`src/rtl/booth_ctrl_fsm_if.sv`:
```
// Handshake/strobe bundle between the Booth controller and its datapath.
// The controller sits on the slave side; the datapath (or a bench) drives the master side.
interface booth_ctrl_fsm_if #(
  parameter int WIDTH = 4
);
  localparam int CW = $clog2(WIDTH) + 1;

  logic          i_start;
  logic          i_q0;
  logic          i_qm1;
  logic          o_ld_m;
  logic          o_ld_q;
  logic          o_ld_acc;
  logic [1:0]    o_acc_sel;
  logic          o_shift_q;
  logic          o_busy;
  logic          o_done;
  logic [CW-1:0] o_count;

  modport master (
    output i_start, i_q0, i_qm1,
    input  o_ld_m, o_ld_q, o_ld_acc, o_acc_sel, o_shift_q, o_busy, o_done, o_count
  );

  modport slave (
    input  i_start, i_q0, i_qm1,
    output o_ld_m, o_ld_q, o_ld_acc, o_acc_sel, o_shift_q, o_busy, o_done, o_count
  );
endinterface

```
`src/rtl/booth_ctrl_fsm.sv`:
```
// Radix-2 Booth multiplier sequencer: IDLE -> INIT -> WIDTH x ITER -> DONE -> IDLE.
// Strobes are registered alongside the one-hot state; only the ITER mux select is combinational.
module booth_ctrl_fsm #(
  parameter int WIDTH = 4
) (
  input  logic                  i_clk,
  input  logic                  i_rst,
  booth_ctrl_fsm_if.slave       bus
);
  localparam int CW = $clog2(WIDTH) + 1;

  typedef enum logic [3:0] {
    S_IDLE = 4'b0001,
    S_INIT = 4'b0010,
    S_ITER = 4'b0100,
    S_DONE = 4'b1000
  } state_e;

  state_e        state_q;
  logic          ld_m_q;
  logic          ld_q_q;
  logic          ld_acc_q;
  logic          shift_q_q;
  logic          busy_q;
  logic          done_q;
  logic [CW-1:0] count_q;
  logic [1:0]    acc_sel_s;

  // State register and registered strobes; strobes are set for the state being entered.
  always_ff @(posedge i_clk) begin
    if (i_rst) begin
      state_q   <= S_IDLE;
      ld_m_q    <= 1'b0;
      ld_q_q    <= 1'b0;
      ld_acc_q  <= 1'b0;
      shift_q_q <= 1'b0;
      busy_q    <= 1'b0;
      done_q    <= 1'b0;
      count_q   <= {CW{1'b0}};
    end else begin
      ld_m_q    <= 1'b0;
      ld_q_q    <= 1'b0;
      ld_acc_q  <= 1'b0;
      shift_q_q <= 1'b0;
      busy_q    <= 1'b0;
      done_q    <= 1'b0;
      case (state_q)
        S_IDLE: begin
          if (bus.i_start) begin
            state_q  <= S_INIT;
            ld_m_q   <= 1'b1;
            ld_q_q   <= 1'b1;
            ld_acc_q <= 1'b1;
            busy_q   <= 1'b1;
          end else begin
            state_q  <= S_IDLE;
          end
        end
        S_INIT: begin
          state_q   <= S_ITER;
          ld_acc_q  <= 1'b1;
          shift_q_q <= 1'b1;
          busy_q    <= 1'b1;
          count_q   <= CW'(WIDTH);
        end
        S_ITER: begin
          count_q <= count_q - {{(CW-1){1'b0}}, 1'b1};
          if (count_q == {{(CW-1){1'b0}}, 1'b1}) begin
            state_q <= S_DONE;
            done_q  <= 1'b1;
          end else begin
            state_q   <= S_ITER;
            ld_acc_q  <= 1'b1;
            shift_q_q <= 1'b1;
            busy_q    <= 1'b1;
          end
        end
        S_DONE: begin
          state_q <= S_IDLE;
        end
        default: begin
          // Corrupted encoding: drop back to a clean idle with no pending count.
          state_q <= S_IDLE;
          count_q <= {CW{1'b0}};
        end
      endcase
    end
  end

  // Booth recoding of {Q0,Q-1}: equal bits pass A, 01 adds M, 10 subtracts M.
  always_comb begin
    acc_sel_s = 2'b00;
    if (state_q == S_ITER) begin
      case ({bus.i_q0, bus.i_qm1})
        2'b01:   acc_sel_s = 2'b10;
        2'b10:   acc_sel_s = 2'b11;
        default: acc_sel_s = 2'b01;
      endcase
    end else begin
      acc_sel_s = 2'b00;
    end
  end

  assign bus.o_ld_m    = ld_m_q;
  assign bus.o_ld_q    = ld_q_q;
  assign bus.o_ld_acc  = ld_acc_q;
  assign bus.o_acc_sel = acc_sel_s;
  assign bus.o_shift_q = shift_q_q;
  assign bus.o_busy    = busy_q;
  assign bus.o_done    = done_q;
  assign bus.o_count   = count_q;
endmodule
```
`src/flat_wrapper.sv`:
```
// flat-port wrapper written by rule: the top's interface ports become plain ports
module booth_ctrl_fsm_flat 
#(
  parameter int WIDTH = 4
)
  (i_clk, i_rst, bus_i_start, bus_i_q0, bus_i_qm1, bus_o_ld_m, bus_o_ld_q, bus_o_ld_acc, bus_o_acc_sel, bus_o_shift_q, bus_o_busy, bus_o_done, bus_o_count);
  booth_ctrl_fsm_if #(.WIDTH(WIDTH)) bus_i ();
  input  logic i_clk;
  input  logic i_rst;
  input wire logic [$bits(bus_i.i_start)-1:0] bus_i_start;
  input wire logic [$bits(bus_i.i_q0)-1:0] bus_i_q0;
  input wire logic [$bits(bus_i.i_qm1)-1:0] bus_i_qm1;
  output wire logic [$bits(bus_i.o_ld_m)-1:0] bus_o_ld_m;
  output wire logic [$bits(bus_i.o_ld_q)-1:0] bus_o_ld_q;
  output wire logic [$bits(bus_i.o_ld_acc)-1:0] bus_o_ld_acc;
  output wire logic [$bits(bus_i.o_acc_sel)-1:0] bus_o_acc_sel;
  output wire logic [$bits(bus_i.o_shift_q)-1:0] bus_o_shift_q;
  output wire logic [$bits(bus_i.o_busy)-1:0] bus_o_busy;
  output wire logic [$bits(bus_i.o_done)-1:0] bus_o_done;
  output wire logic [$bits(bus_i.o_count)-1:0] bus_o_count;
  assign bus_i.i_start = bus_i_start;
  assign bus_i.i_q0 = bus_i_q0;
  assign bus_i.i_qm1 = bus_i_qm1;
  assign bus_o_ld_m = bus_i.o_ld_m;
  assign bus_o_ld_q = bus_i.o_ld_q;
  assign bus_o_ld_acc = bus_i.o_ld_acc;
  assign bus_o_acc_sel = bus_i.o_acc_sel;
  assign bus_o_shift_q = bus_i.o_shift_q;
  assign bus_o_busy = bus_i.o_busy;
  assign bus_o_done = bus_i.o_done;
  assign bus_o_count = bus_i.o_count;
  booth_ctrl_fsm #(.WIDTH(WIDTH)) u_core (.i_clk(i_clk), .i_rst(i_rst), .bus(bus_i));
endmodule
```
`config.mk`:
```
export PLATFORM = sky130hd
export DESIGN_NAME = booth_ctrl_fsm_flat
export DESIGN_NICKNAME = d
export VERILOG_FILES = /design/src/rtl/booth_ctrl_fsm_if.sv /design/src/rtl/booth_ctrl_fsm.sv /design/src/flat_wrapper.sv
export SDC_FILE = /design/constraint.sdc
export NUM_CORES = 1
export LEC_CHECK = 0
export CAP_MARGIN = 20
export CORE_MARGIN = 8
export CORE_UTILIZATION = 40
export CTS_CLUSTER_DIAMETER = 30
export DETAILED_ROUTE_END_ITERATION = 6
export MAX_ROUTING_LAYER = met4
export PLACE_DENSITY = 0.77
export SYNTH_ARGS = -nofsm -noshare
export SYNTH_HDL_FRONTEND = slang
export SYNTH_SLANG_ARGS = --single-unit
```
`constraint.sdc`:
```
create_clock -name i_clk -period 2.7 [get_ports i_clk]
set_clock_uncertainty 0.2 [all_clocks]
set_input_delay 0.675 -clock i_clk [delete_from_list [all_inputs] [get_ports i_clk]]
set_output_delay 0.675 -clock i_clk [all_outputs]
set_load 0.03 [all_outputs]
```
==> flow_summary.html <==
<table>
<tr><th>Metric</th><th>Value</th></tr>
<tr><th colspan="2">Clock tree</th></tr>
<tr><td>Number of sinks driven by the clock tree</td><td>11</td></tr>
<tr><td>CTS tree</td><td>built</td></tr>
<tr><td>Clock transition at the register clock pins on the worst setup and hold paths after CTS</td><td>roughly 0.07 ns</td></tr>
<tr><td>Clock root buffer</td><td>clkbuf_4</td></tr>
<tr><td>Worst-case clock buffer depth</td><td>2</td></tr>
<tr><td>Number of buffers inserted by post-CTS setup repair</td><td>0</td></tr>
<tr><td>Later-pin clock latency in the skew report</td><td>0.27 ns</td></tr>
<tr><td>Number of buffers added by the clock tree synthesis step</td><td>3</td></tr>
<tr><td>CTS Hold Buffers Added</td><td>0</td></tr>
<tr><td>Quantity of gates resized following cts</td><td>0</td></tr>
<tr><td>Number of H-tree levels</td><td>1</td></tr>
<tr><th colspan="2">Routing</th></tr>
<tr><td>Vias per cell</td><td>about 5.3</td></tr>
<tr><td>Drt wl/cell</td><td>13.3 um</td></tr>
<tr><td>Length of the first detailed-routing pass in iterations</td><td>4</td></tr>
<tr><td>Total vias in the final route</td><td>499</td></tr>
<tr><td>Remaining number of nets flagged by the antenna check after routing</td><td>0</td></tr>
<tr><td>DRC violation count after routing</td><td>0</td></tr>
<tr><td>Routed wire length</td><td>1.26 mm</td></tr>
<tr><td>Iter 0 DRT Violations</td><td>9</td></tr>
<tr><th colspan="2">STA</th></tr>
<tr><td>Final worst-path cycle share</td><td>94.7%</td></tr>
<tr><td>Max Freq</td><td>391 MHz</td></tr>
<tr><td>Final-layout setup total negative slack</td><td>0 ns</td></tr>
<tr><td>Normalized max-slew margin</td><td>69.9%</td></tr>
<tr><td>Final critical-path required period</td><td>2.56 ns</td></tr>
<tr><td>Unrepaired setup endpoints after global routing</td><td>false</td></tr>
<tr><td>Final Max Tran Viols</td><td>0</td></tr>
<tr><td>Count of endpoints failing hold in the final timing report</td><td>0</td></tr>
<tr><td>Setup Viol. Count Final</td><td>0</td></tr>
<tr><td>Worst Max-Slew Pin Slew</td><td>~0.45 ns</td></tr>
<tr><th colspan="2">Synth</th></tr>
<tr><td>Number of instances in the synthesized netlist</td><td>66</td></tr>
<tr><td>Portion of the post-synthesis area used by sequential elements</td><td>34.5%</td></tr>
<tr><td>Count of cell types in the netlist</td><td>29</td></tr>
<tr><td>Area contributors post-synth</td><td>dfxtp_1 35%, nor3_2 6.3%, ha_1 5.9%</td></tr>
<tr><td>Synth Warn #</td><td>0</td></tr>
<tr><td>Mean area per synthesized cell</td><td>9.67 um2</td></tr>
<tr><td>Async set-reset flop share out of synthesis</td><td>0%</td></tr>
<tr><td>Net count after synthesis</td><td>74</td></tr>
<tr><td>Post-synth EDFFs</td><td>0</td></tr>
<tr><td>Post-synth top flop</td><td>dfxtp_1</td></tr>
<tr><td>Post-synth top area share</td><td>between 30% and 40%</td></tr>
<tr><td>Most common library cells after synthesis</td><td>11 x dfxtp_1, 8 x nor2_1, 5 x inv_1, 4 x buf_4, 4 x nor3_2</td></tr>
<tr><td>Cell taking the most area after synthesis</td><td>dfxtp_1</td></tr>
<tr><td>Syn Std Cell Area</td><td>between 600 and 700 um2</td></tr>
<tr><td>Most common cell in the synthesized netlist</td><td>dfxtp_1</td></tr>
<tr><td>Flop and latch count out of synthesis</td><td>11</td></tr>
<tr><th colspan="2">Placement</th></tr>
<tr><td>Post-detailed-placement half-perimeter wirelength</td><td>around 940 um</td></tr>
<tr><td>Gpl congestion</td><td>0.804</td></tr>
<tr><td>Number of input and output port buffers inserted</td><td>15</td></tr>
<tr><th colspan="2">Critical path</th></tr>
<tr><td>Crit path capture type</td><td>output port</td></tr>
<tr><td>Maximum cell stage delay along the critical path</td><td>0.45 ns</td></tr>
<tr><td>Critical Path Slowest Stage Cell</td><td>clkdlybuf4s50_1</td></tr>
<tr><td>Cell chain of the critical path</td><td>clkdlybuf4s50_1 -&gt; inv_1 -&gt; ha_1 -&gt; nor2_1 -&gt; buf_4</td></tr>
<tr><td>CP required</td><td>1.82 ns</td></tr>
<tr><td>WP data arrival</td><td>1.68 ns</td></tr>
<tr><td>Maximum fanout encountered on the critical timing path</td><td>1</td></tr>
<tr><td>Count of buffer and inverter cells on the critical path</td><td>3</td></tr>
<tr><td>Crit Path Class</td><td>in2out</td></tr>
<tr><td>Cell family with most CP delay</td><td>buffers and inverters</td></tr>
<tr><td>Sort of element at the start of the critical path</td><td>primary input</td></tr>
<tr><th colspan="2">Die</th></tr>
<tr><td>Site row count</td><td>14</td></tr>
<tr><td>Overall die width</td><td>55.9 um</td></tr>
<tr><td>Floorplan core area</td><td>0.00151 mm2</td></tr>
<tr><td>Number of placed I/O pins</td><td>16</td></tr>
<tr><td>Die height</td><td>55.9 um</td></tr>
<tr><td>Initial core utilization</td><td>between 40% and 50%</td></tr>
<tr><td>DIE AREA</td><td>around 0.0031 mm2</td></tr>
<tr><th colspan="2">GRT</th></tr>
<tr><td>Grt total ovfl</td><td>0</td></tr>
<tr><td>GRT Resource Usage Total</td><td>8.36%</td></tr>
<tr><td>Largest net degree at the start of global routing</td><td>13</td></tr>
<tr><td>Global-route wire length before repair</td><td>1.99 mm</td></tr>
<tr><td>Vias in the first global route</td><td>between 400 and 500</td></tr>
<tr><td>Antenna violations before repair</td><td>0</td></tr>
<tr><th colspan="2">Power</th></tr>
<tr><td>Sum of internal, switching and leakage power</td><td>between 0.0003 and 0.0004 W</td></tr>
<tr><td>Leakage component of the power</td><td>approximately 0.29 nW</td></tr>
<tr><td>VDD IR max</td><td>0.217 mV</td></tr>
<tr><td>Total power per unit cell area</td><td>about 440 mW/mm2</td></tr>
<tr><th colspan="2">Job</th></tr>
<tr><td>Reported max-cap violation count</td><td>0</td></tr>
<tr><th colspan="2">Layout</th></tr>
<tr><td>Layout overhead on the synthesized area</td><td>21.2%</td></tr>
<tr><td>Antenna diode count</td><td>0</td></tr>
<tr><td>Multi-input combinational cell area</td><td>335 um2</td></tr>
<tr><td>Layout cell share with drive strength beyond 1</td><td>22.8%</td></tr>
<tr><td>Core Util, Final</td><td>51.3%</td></tr>
<tr><td>Sequential cell area</td><td>220 um2</td></tr>
<tr><td>Number of fill cells in the layout</td><td>145</td></tr>
<tr><td>Layout net count</td><td>88</td></tr>
<tr><th colspan="2">Min path</th></tr>
<tr><td>Path category of the worst min-delay check</td><td>reg2reg</td></tr>
<tr><th colspan="2">Outcome</th></tr>
<tr><td>Result of the run</td><td>finished, final reports clean</td></tr>
</table>
==> layout by cell type (no fill, tap or decap) <==
cell	netlist	layout
clkdlybuf4s50_1	0	13
dfxtp_1	11	11
nor2_1	8	8
inv_1	5	5
nor3_2	4	4
a31oi_1	3	3
nor2b_1	3	3
ha_1	3	3
clkbuf_4	0	3
buf_4	4	3
nand2b_1	2	2
and4_1	2	2
nor2b_4	1	1
nand2_2	1	1
nand3b_1	1	1
a21oi_1	1	1
and3_1	1	1
o21ai_1	1	1
xor2_1	1	1
nor4b_2	1	1
nor4b_1	1	1
a21oi_2	1	1
or3_4	1	1
nor2_2	1	1
o21bai_2	1	1
nand3_1	1	1
nor3b_2	1	1
o211ai_1	1	1
and4bb_1	1	1
a32oi_1	1	1
clkbuf_1	0	1
==> cells by family (layout without fill, tap and decap cells) <==
kind of cell    count (synthesis)  after routing  synth area share, %
simple gates                   30             30                 35.1
buf+inv                        12             25                 12.9
flops                          11             11                 34.5
compound gates                  9              9                 10.2
fa+ha+maj                       3              3                 5.88
xor+xnor                        1              1                 1.37
==> final timing paths <==
kind,startpoint,end,slack (ns),cells past startpoint
worst max-delay path,bus_i_q0,bus_o_acc_sel[1],0.14,5
worst min-delay path,u_core.bus.o_count[1]$_SDFFE_PP0N_,u_core.bus.o_count[1]$_SDFFE_PP0N_,0.39,2
worst max register to register,u_core.bus.o_count[0]$_SDFFE_PP0N_,u_core.bus.o_count[2]$_SDFFE_PP0N_,1.25,5
worst min register to register,u_core.bus.o_count[1]$_SDFFE_PP0N_,u_core.bus.o_count[1]$_SDFFE_PP0N_,0.39,2
==> power by group <==
part | total (W) | internal, W | switching, W
Sequential | 0.000176 | 0.000167 | 0.00000896
Clock | 0.000113 | 0.0000572 | 0.0000559
Combinational | 0.0000484 | 0.0000239 | 0.0000245
==> final cells by class <==
class / count / area share [%]
Multi-Input combinational cell: 43 / 43.4
Sequential cell: 11 / 28.5
Timing Repair Buffer: 16 / 19.7
Clock buffer: 4 / 3.40
Tap cell: 16 / 2.59
Inverter: 5 / 2.43
==> metal layers <==
layer | up-vias | routed length [um] | global-route usage [%]
li1 | 250 | - | -
met1 | 229 | 532 | 8.00
met2 | 18 | 597 | 12.3
met3 | 2 | 120 | 6.16
met4 | 0 | 13 | 4.12
met5 | - | 0 | -
==> per-stage QoR <==
step	cell area [um2]	std cells	hold slack, ns	setup slack (ns)
floorplan	638	66	0.341	0.447
global placement	747	91	0.369	0.149
detailed placement	747	91	0.381	0.135
CTS	773	95	0.393	0.134
global route	773	95	0.423	0.0341
finish	773	95	0.393	0.143
==> worst register-to-register path, cell delays in order (launching register included) <==
cell	delay [ns]
dfxtp_1	0.40
inv_1	0.07
ha_1	0.22
and4bb_1	0.20
a32oi_1	0.14
a31oi_1	0.11
==> state kept, by name, indices dropped and copies added (netlist names) <==
| name | count |
|---|---|
| u_core.state_q | 4 |
| u_core.bus.o_count | 3 |
| u_core.bus.o_busy | 1 |
| u_core.bus.o_done | 1 |
| u_core.bus.o_ld_q | 1 |
| u_core.bus.o_shift_q | 1 |
No activity file was read; power rests on OpenSTA's default activity.
